<file path="config.mk">
export PLATFORM = sky130hd
export DESIGN_NAME = muldiv_unit
export DESIGN_NICKNAME = d
export VERILOG_FILES = /design/src/rtl/muldiv_pkg.sv /design/src/rtl/muldiv_operand_prep.sv /design/src/rtl/muldiv_unit.sv
export SDC_FILE = /design/constraint.sdc
export NUM_CORES = 1
export LEC_CHECK = 0
export BUFFER_PORTS_ARGS = -buffer_cell sky130_fd_sc_hd__buf_2
export CORE_UTILIZATION = 61
export DETAILED_ROUTE_END_ITERATION = 7
export PLACE_DENSITY = 0.8
export SYNTH_ARGS = -nofsm -noshare
export SYNTH_HDL_FRONTEND = slang
export SYNTH_HIERARCHICAL = 1
export SYNTH_SLANG_ARGS = --single-unit
</file>
<file path="constraint.sdc">
create_clock -name clk -period 6.5 [get_ports clk]
set_input_delay 0.65 -clock clk [delete_from_list [all_inputs] [get_ports clk]]
set_output_delay 0.65 -clock clk [all_outputs]
set_load 0.01 [all_outputs]
</file>
<file path="src/rtl/muldiv_pkg.sv">
// muldiv_pkg: shared definitions for the iterative RV32M multiply/divide unit.
//   - funct3 encodings F3_MUL..F3_REMU
//   - FSM state encoding
//   - latched-op struct carried through the iteration
//   - helpers: is_div, rs1_signed, rs2_signed
package muldiv_pkg;

    localparam logic [2:0] F3_MUL    = 3'b000;
    localparam logic [2:0] F3_MULH   = 3'b001;
    localparam logic [2:0] F3_MULHSU = 3'b010;
    localparam logic [2:0] F3_MULHU  = 3'b011;
    localparam logic [2:0] F3_DIV    = 3'b100;
    localparam logic [2:0] F3_DIVU   = 3'b101;
    localparam logic [2:0] F3_REM    = 3'b110;
    localparam logic [2:0] F3_REMU   = 3'b111;

    typedef enum logic [1:0] {
        ST_IDLE = 2'd0,
        ST_CALC = 2'd1,
        ST_DONE = 2'd2
    } state_t;

    // Op context latched at accept; magnitudes live in the datapath.
    typedef struct packed {
        logic [2:0] funct3;
        logic       sign_a;
        logic       sign_b;
    } op_t;

    function automatic logic is_div(input logic [2:0] f3);
        return f3[2];
    endfunction

    function automatic logic rs1_signed(input logic [2:0] f3);
        return (f3 == F3_MULH) || (f3 == F3_MULHSU) || (f3 == F3_DIV) || (f3 == F3_REM);
    endfunction

    function automatic logic rs2_signed(input logic [2:0] f3);
        return (f3 == F3_MULH) || (f3 == F3_DIV) || (f3 == F3_REM);
    endfunction

endpackage

</file>
<file path="src/rtl/muldiv_operand_prep.sv">
// muldiv_operand_prep: combinational sign/magnitude split of both operands.
//   funct3        in   op select, decides which operands are treated as signed
//   rs1_val/rs2_val in operands
//   sign_a/sign_b out  operand is signed-interpreted and negative
//   abs_a/abs_b   out  magnitudes (0x8000_0000 stays 0x8000_0000, read as unsigned)
module muldiv_operand_prep
    import muldiv_pkg::*;
#(
    parameter int XLEN = 32
) (
    input  logic [2:0]      funct3,
    input  logic [XLEN-1:0] rs1_val,
    input  logic [XLEN-1:0] rs2_val,
    output logic            sign_a,
    output logic            sign_b,
    output logic [XLEN-1:0] abs_a,
    output logic [XLEN-1:0] abs_b
);

    always_comb begin
        sign_a = rs1_signed(funct3) & rs1_val[XLEN-1];
        sign_b = rs2_signed(funct3) & rs2_val[XLEN-1];
        abs_a  = sign_a ? (~rs1_val + 1'b1) : rs1_val;
        abs_b  = sign_b ? (~rs2_val + 1'b1) : rs2_val;
    end

endmodule

</file>
<file path="src/rtl/muldiv_unit.sv">
// muldiv_unit: iterative RV32M execute unit (MUL/MULH/MULHSU/MULHU/DIV/DIVU/REM/REMU).
// Radix-2 shift-add multiply and restoring divide on magnitudes, one step per cycle,
// sign fix-up applied when the last step retires.
//   clk, rst        clock, synchronous active-high reset
//   flush           abort op in progress / block acceptance
//   in_valid/in_ready, funct3, rs1_val, rs2_val   request side
//   out_valid/out_ready, result                   response side (result held in DONE)
//   busy            unit not idle (hazard stall)
module muldiv_unit
    import muldiv_pkg::*;
#(
    parameter int XLEN = 32
) (
    input  logic            clk,
    input  logic            rst,
    input  logic            flush,
    input  logic            in_valid,
    output logic            in_ready,
    input  logic [2:0]      funct3,
    input  logic [XLEN-1:0] rs1_val,
    input  logic [XLEN-1:0] rs2_val,
    output logic            out_valid,
    input  logic            out_ready,
    output logic [XLEN-1:0] result,
    output logic            busy
);

    localparam int CNT_W = $clog2(XLEN);
    localparam logic [CNT_W-1:0] CNT_LAST = CNT_W'(XLEN - 1);

    state_t            state, state_nx;
    logic [CNT_W-1:0]  cnt;
    op_t               op;
    logic [XLEN-1:0]   md;      // |rs2|: multiplicand or divisor
    logic [2*XLEN-1:0] acc;     // mul: {partial hi, multiplier}; div: {remainder, quotient}

    logic              sign_a, sign_b;
    logic [XLEN-1:0]   abs_a, abs_b;

    muldiv_operand_prep #(.XLEN(XLEN)) u_prep (
        .funct3  (funct3),
        .rs1_val (rs1_val),
        .rs2_val (rs2_val),
        .sign_a  (sign_a),
        .sign_b  (sign_b),
        .abs_a   (abs_a),
        .abs_b   (abs_b)
    );

    // Accept-time shortcuts: divide by zero and signed overflow bypass iteration.
    logic            accept, div_zero, div_ovf, fast;
    logic [XLEN-1:0] fast_res;

    always_comb begin
        accept   = (state == ST_IDLE) && in_valid && !flush;
        div_zero = is_div(funct3) && (rs2_val == '0);
        div_ovf  = ((funct3 == F3_DIV) || (funct3 == F3_REM)) &&
                   (rs1_val == {1'b1, {(XLEN-1){1'b0}}}) && (&rs2_val);
        fast     = div_zero || div_ovf;
        fast_res = '0;
        if (div_zero)
            fast_res = funct3[1] ? rs1_val : '1;
        else if (div_ovf)
            fast_res = funct3[1] ? '0 : rs1_val;
    end

    // One iteration step and the retired result it would produce.
    logic [XLEN:0]     mul_sum, div_trial;
    logic [2*XLEN-1:0] acc_nx, prod_fix;
    logic [XLEN-1:0]   quo, rem, calc_res;

    always_comb begin
        mul_sum   = {1'b0, acc[2*XLEN-1:XLEN]} + (acc[0] ? {1'b0, md} : '0);
        // Shifted remainder is XLEN+1 bits; a negative trial means keep the shift.
        div_trial = acc[2*XLEN-1:XLEN-1] - {1'b0, md};
        if (is_div(op.funct3))
            acc_nx = div_trial[XLEN] ? {acc[2*XLEN-2:0], 1'b0}
                                     : {div_trial[XLEN-1:0], acc[XLEN-2:0], 1'b1};
        else
            acc_nx = {mul_sum, acc[XLEN-1:1]};

        prod_fix = (op.sign_a ^ op.sign_b) ? (~acc_nx + 1'b1) : acc_nx;
        quo      = acc_nx[XLEN-1:0];
        rem      = acc_nx[2*XLEN-1:XLEN];

        calc_res = '0;
        case (op.funct3)
            F3_MUL:                       calc_res = prod_fix[XLEN-1:0];
            F3_MULH, F3_MULHSU, F3_MULHU: calc_res = prod_fix[2*XLEN-1:XLEN];
            F3_DIV, F3_DIVU:              calc_res = (op.sign_a ^ op.sign_b) ? (~quo + 1'b1) : quo;
            default:                      calc_res = op.sign_a ? (~rem + 1'b1) : rem;
        endcase
    end

    // Next-state logic
    always_comb begin
        state_nx = state;
        case (state)
            ST_IDLE: if (accept) state_nx = fast ? ST_DONE : ST_CALC;
            ST_CALC: if (flush) state_nx = ST_IDLE;
                     else if (cnt == CNT_LAST) state_nx = ST_DONE;
            ST_DONE: if (flush || out_ready) state_nx = ST_IDLE;
            default: state_nx = ST_IDLE;
        endcase
    end

    always_comb begin
        in_ready  = (state == ST_IDLE);
        out_valid = (state == ST_DONE);
        busy      = (state != ST_IDLE);
    end

    always_ff @(posedge clk) begin
        if (rst) begin
            state  <= ST_IDLE;
            cnt    <= '0;
            op     <= '0;
            md     <= '0;
            acc    <= '0;
            result <= '0;
        end else begin
            state <= state_nx;
            if (accept) begin
                op     <= '{funct3: funct3, sign_a: sign_a, sign_b: sign_b};
                md     <= abs_b;
                acc    <= {{XLEN{1'b0}}, abs_a};
                cnt    <= '0;
                if (fast)
                    result <= fast_res;
            end else if (state == ST_CALC) begin
                if (flush) begin
                    cnt <= '0;
                end else begin
                    acc <= acc_nx;
                    cnt <= cnt + 1'b1;
                    if (cnt == CNT_LAST)
                        result <= calc_res;
                end
            end
        end
    end

endmodule
</file>
==> results.txt, run 1 <==
Vias per cell: 7.102
Synth-to-layout area growth: 8.009%
Period Utilization, post-route: 0.8909
Setup Buffers After CTS: 0
Largest net degree at the start of global routing: 93
Filler cells: 2294
Clock sinks: 140
Dpl cells: 2609
Maximum buffer depth of the clock tree: 2
Post-DRT Antenna Nets: 0
GP Congestion: 1.037
Final Hold Fails: 0
Asr flop ratio synth: 0
CTS root buffer: clkbuf_16
Worst skew pair latency: 440 ps
Final WL: 62600 µm
Die footprint: 0.02672 mm²
Non-filler cells, final: 2640
Mapped Cells: 2275
Final net count: 2442
DIE HEIGHT: 163.5 µm
Outcome: complete, but fails checks
IO Pins: 107
Yosys cell types: 108
Initial antenna violation count: 1
Htree depth: 4
Post-DP HPWL: 47430 µm
Die width: 163.5 µm
DR iter-0 viols: 3057
Crit. End Element: flip-flop
Vias in the first global route: 16640
Post-Syn Area per Cell: 6.991 µm²
Yosys warns: 6
Arrival @ worst endpoint: 6100 ps
RSZ-0062 raised after global routing: false
Pwr dens: 183.7 mW/mm²
Pre-antenna DRT Iters: 8
FP Rows: 58
Core ar.: 0.02540 mm²
EDFF count, synth: 0
Post-Route Setup TNS: 0 ps
CTS Hold Bufs: 0
Prevailing post-synth register cell: dfxtp_1
Worst slew pin tran: 1105 ps
Most common cell after layout, fill and taps aside: nand2_1
Max Clock Freq: 172.7 MHz
Synth Cell Area: 0.01590 mm²
Post-Place Worst Slack: 967.2 ps
Crit Path Max Fanout: 18
Layout cells sized above 1: 0.1156
Post-CTS sizing: 0
Core Util, Final: 0.6763
Failing checks: DRC
Port bufs: 106
Initial core utilization: 0.6262
Relative slew slack: 0.2634
First-pass GRT wire length: 94650 µm
DRC Markers: 3
Number of diodes: 0
Final worst setup slack: 709.4 ps
Highest-count cells in the layout ignoring fill and taps: nand2_1 (318), nor2_1 (231), a21oi_1 (210)
WL/cell: 23.71 µm
Max-slew violation count: 0
Num CTS Buffers: 17
Global route overflow: 0
GRT Util Overall: 0.4593
Final min period: 5791 ps
TritonCTS clock tree: done
Peak VDD IR: 0.1423 mV
Clk slew on worst S/H paths: 70 ps
Synth Register Bits: 140
Via count: 18750
Hold/Removal Path Class: flip-flop to flip-flop
Skew final: 14.87 ps
Crit path kind: flip-flop to flip-flop
Final setup viols: 0
Crit start category: flip-flop
Leakage power: 0.006758 µW
Max Cap Viol: 0
Worst path required time: 6800 ps
Register area share after synthesis: 0.1762
Power Total: 3156 µW
Syn Nets: 2419
-- kinds of logic (layout without fill, tap and decap cells) --
group                    after synthesis  in the layout  synth area share
AO/OA/AOI/OAI                        681            681            0.2892
XOR/XNOR                             170            170           0.09409
adder cells (fa/ha/maj)               74             74           0.05885
buffers and inverters                205            240           0.05161
flip-flops                           140            140            0.1762
multiplexers                          69             69           0.04547
AND/OR/NAND/NOR                      936            936            0.2846
-- where the power goes --
| group | leakage [µW] | internal (µW) | total [µW] | switching (µW) |
|---|---|---|---|---|
| clock network | 0.000285 | 590 | 1030 | 443 |
| logic | 0.00534 | 402 | 1190 | 792 |
| registers | 0.00114 | 886 | 928 | 42.2 |
-- cell usage after synthesis (12+ instances only) --
cell type,number,area share
a211oi_1,38,0.018
a21o_1,34,0.016
a21oi_1,210,0.066
a221oi_1,33,0.018
a22oi_1,16,0.0076
a31oi_1,37,0.015
and2_1,55,0.022
and3_1,23,0.0090
buf_1,12,0.0028
buf_2,17,0.0053
clkbuf_1,102,0.024
dfxtp_1,140,0.18
ha_1,70,0.055
inv_1,66,0.016
mux2_2,22,0.016
mux2i_1,46,0.029
nand2_1,318,0.075
nand2b_1,19,0.0075
nand3_1,52,0.016
nand4_1,32,0.013
nor2_1,233,0.055
nor2b_1,13,0.0051
nor3_1,57,0.018
nor4_1,37,0.015
o211ai_1,24,0.011
o21a_1,17,0.0080
o21ai_0,95,0.030
o21ai_1,13,0.0041
o221ai_1,15,0.0083
o31ai_1,24,0.011
or3_1,25,0.0098
or4_1,16,0.0076
xnor2_1,107,0.059
xor2_1,62,0.034
-- worst max-delay path, cell delays in order, from the launching register on --
cell and delay, ps:
dfxtp_1 540, inv_1 80, ha_1 410, nand2_1 80
o21ai_1 420, a211oi_2 80, o31ai_2 590, a21oi_4 240
xnor2_2 230, buf_4 220, a221oi_1 520, o21ai_0 350
nor4_1 580, and3_1 500, a21boi_0 220, o21ai_0 440
a21oi_1 120
-- final cells by class --
type                       instances  area (µm²)  area share
multi-input combinational       1930       12320      0.7171
clock buffer                      19       454.2     0.02644
sequential                       140        2806      0.1634
inverter                          68       255.2     0.01486
timing repair buffer             141       793.3     0.04618
clock inverter                    12       137.6    0.008012
tap                              330       412.9     0.02404
-- path summary, 6_finish.rpt --
| path | start | endpoint | slack [ps] | cells after the start |
|---|---|---|---|---|
| max | md[26] | result[15] | 710 | 16 |
| min | md[21] | md[21] | 470 | 2 |
| min reg2reg | md[21] | md[21] | 470 | 2 |
| max reg2reg | md[26] | result[15] | 710 | 16 |
-- routing by layer --
layer,part of all wire,global-route usage,wire length (µm),vias up
li1,-,-,-,8405
met1,0.39,0.6048,24120,8625
met2,0.42,0.6926,26210,1430
met3,0.13,0.1125,8443,288
met4,0.061,0.2323,3831,0
met5,0,0,0,-
-- sequential cells by signal, indices dropped and copies added (netlist names) --
name	cells
md	32
state	2
acc	64
op	5
cnt	5
result	32
-- through the flow --
stage | hold slack (ps) | instance area [µm²]
after floorplan | 443.4 | 15900
after CTS | 471.9 | 17180
after global routing | 483.2 | 17180
final | 474.2 | 17180
after global placement | 458.1 | 16590
after detailed placement | 462.5 | 16590
Note: power is estimated with default switching activity, not from simulation.
==> run 2, diff against run 1 <==
==> constraint.sdc (replaced) <==
create_clock -name clk -period 6 [get_ports clk]
set_input_delay 0.6 -clock clk [delete_from_list [all_inputs] [get_ports clk]]
set_output_delay 0.6 -clock clk [all_outputs]
set_load 0.01 [all_outputs]
==> results.txt, run 2 (synthesis gave the netlist of run 1 again) <==
DIE HEIGHT: 163.5 µm (unchanged)
WL/cell: 24.28 µm (+2.4%)
First-pass GRT wire length: 97100 µm (+2.6%)
Arrival @ worst endpoint: 6110 ps (about the same)
Top flop regs: acc x64, md x32, result x32
Max Clock Freq: 174.4 MHz (+1.0%)
Flip-flop count of the largest register, all copies and words added: 64 (unchanged)
Pwr dens: 199.8 mW/mm² (+8.7%)
Die footprint: 0.02672 mm² (unchanged)
Post-Route Setup TNS: 0 ps (unchanged)
Clk slew on worst S/H paths: 70 ps (about the same)
Skew final: 14.71 ps (-0.1605 ps)
CP endpoint: result[31]
Global route overflow: 0 (unchanged)
Non-filler cells, final: 2666 (+0.98%)
FP Rows: 58 (unchanged)
Worst path bufs/invs: 0 (-2)
Final worst setup slack: 266.8 ps (-442.6 ps)
Die width: 163.5 µm (unchanged)
GRT Util Overall: 0.4745 (+0.01513)
Relative slew slack: 0.3186 (+0.05521)
Max layer used: met5
Outcome: complete, but fails checks
Leakage power: 0.006870 µW (+1.7%)
Max Cap Viol: 0 (unchanged)
Crit Path Max Fanout: 34 (+16)
CP peak stage delay: 990 ps (+400 ps)
Maximum buffer depth of the clock tree: 2 (unchanged)
DR iter-0 viols: 2850 (-6.8%)
Post-DP HPWL: 49330 µm (+4.0%)
Num CTS Buffers: 17 (unchanged)
Crit. End Element: flip-flop
Worst path required time: 6380 ps (-420 ps)
Hold/Removal Path Class: input pin to flip-flop
CTS root buffer: clkbuf_16
Worst r2r src: acc[0]
Worst slew pin tran: 1021 ps (-84.21 ps)
Crit-path most repeated cell: a211o_1
Critical path origin: acc[0]
Final Hold Fails: 0 (unchanged)
Pre-antenna DRT Iters: 8 (unchanged)
Post-DRT Antenna Nets: 0 (unchanged)
Layout cells sized above 1: 0.1256 (+0.01006)
Dpl cells: 2630 (+0.80%)
Port bufs: 106 (unchanged)
Synth-to-layout area growth: 9.126%
Crit path kind: flip-flop to flip-flop
RR Endpoint: result[31]
DRC Markers: 17 (+14)
Worst skew pair latency: 450 ps (about the same)
Top reg by flops: acc
Final min period: 5733 ps (-57.43 ps)
Most common cell after layout, fill and taps aside: nand2_1
IO Pins: 107 (unchanged)
Final Instance Area: 0.01736 mm² (+1.0%)
Core ar.: 0.02540 mm² (unchanged)
Met1 Routed Length: 24840 µm (+3.0%)
Htree depth: 4 (unchanged)
Clock sinks: 140 (unchanged)
Worst R2R Setup Slack: 270 ps (-440 ps)
WL met2: 27650 µm (+5.5%)
RSZ-0062 raised after global routing: false
DR WL met3: 8395 µm (-0.57%)
Peak VDD IR: 0.1725 mV (+21%)
Final setup viols: 0 (unchanged)
Worst-path cell chain: and2_1, ha_1, a21oi_1, nand4b_1, a211o_1, a2111oi_1, o21a_1, or3_1, nand4_1, a211o_1, or4b_4, or3_4, and3_1, or4_1, o21ai_1
Highest-count cells in the layout ignoring fill and taps: nand2_1 (318), nor2_1 (230), a21oi_1 (209)
Setup Buffers After CTS: 0 (unchanged)
Post-Place Worst Slack: 376.6 ps (-590.6 ps)
Final net count: 2463 (+0.86%)
Crit start category: flip-flop
Vias in the first global route: 16890 (+1.5%)
GP Congestion: 1.053 (+1.5%)
Stages on worst setup path: 15 (-1)
TritonCTS clock tree: done
R2r worst-path depth: 15 (-1)
Failing checks: DRC
Vias per cell: 7.079 (-0.32%)
Area of placed instances: 0.01677 mm² (+1.1%)
Via count: 18870 (+0.66%)
Initial antenna violation count: 4 (+3)
Largest net degree at the start of global routing: 84 (-9.7%)
Power Total: 3467 µW (+9.9%)
Final WL: 64720 µm (+3.4%)
Max-slew violation count: 0 (unchanged)
Initial core utilization: 0.6262 (unchanged)
Family with the most delay on the worst path: simple AND/OR/NAND/NOR gates
Period Utilization, post-route: 0.9555 (+0.06467)
Max stage delay cell, worst path: dfxtp_1
==> run 2: worst min-delay path by stage <==
| stage | end | from | slack (ps) | cells past startpoint |
|---|---|---|---|---|
| CTS | op[4] | funct3[2] | 440 | 3 |
| global placement | md[2] | md[2] | 460 | 2 |
| floorplan | acc[27] | acc[27] | 440 | 2 |
| detailed placement | md[25] | md[25] | 470 | 2 |
| global route | op[4] | funct3[2] | 440 | 3 |
| finish | op[4] | funct3[2] | 430 | 3 |
==> run 2: tightest hold or removal path, stage by stage <==
cell	delay (ps)
buf_2	130
nand2_1	60
a21oi_1	50
==> run 2: final cells by class <==
type | instances | area, µm²
clock inverters | 15 | 143.9
multi-input cells | 1930 | 12330
diodes | 4 | 10.01
fillers | 2244 | 8044
well taps | 330 | 412.9
clock buffers | 17 | 425.4
inverters | 68 | 255.2
flip-flops and latches | 140 | 2806
repair buffers | 162 | 975.9
==> run 2: metal layers <==
layer / global-route usage / up-vias
met2: 0.7198 / 1457
met1: 0.6149 / 8661
met3: 0.1186 / 304
met4: 0.2534 / 2
li1: - / 8448
met5: 0 / -
==> run 2: stage by stage <==
step / utilization / hold WS [ps]
detailed placement: 0.6603 / 466.8
floorplan: - / 443.4
global placement: 0.6603 / 459.5
CTS: 0.6827 / 437.4
finish: 0.6833 / 431.6
global route: 0.6829 / 442.8
==> run 2: what timing repair did <==
action	4_1_cts	5_1_grt
gates resized for setup	0	2
endpoints found under the setup margin	0	4
hold buffers	0	0
==> run 2: report_power, final <==
part	internal (µW)	total, µW	switching [µW]
Combinational	462	1360	900
Clock	555	1100	543
Sequential	959	1010	48.7
Total	1980	3470	1490
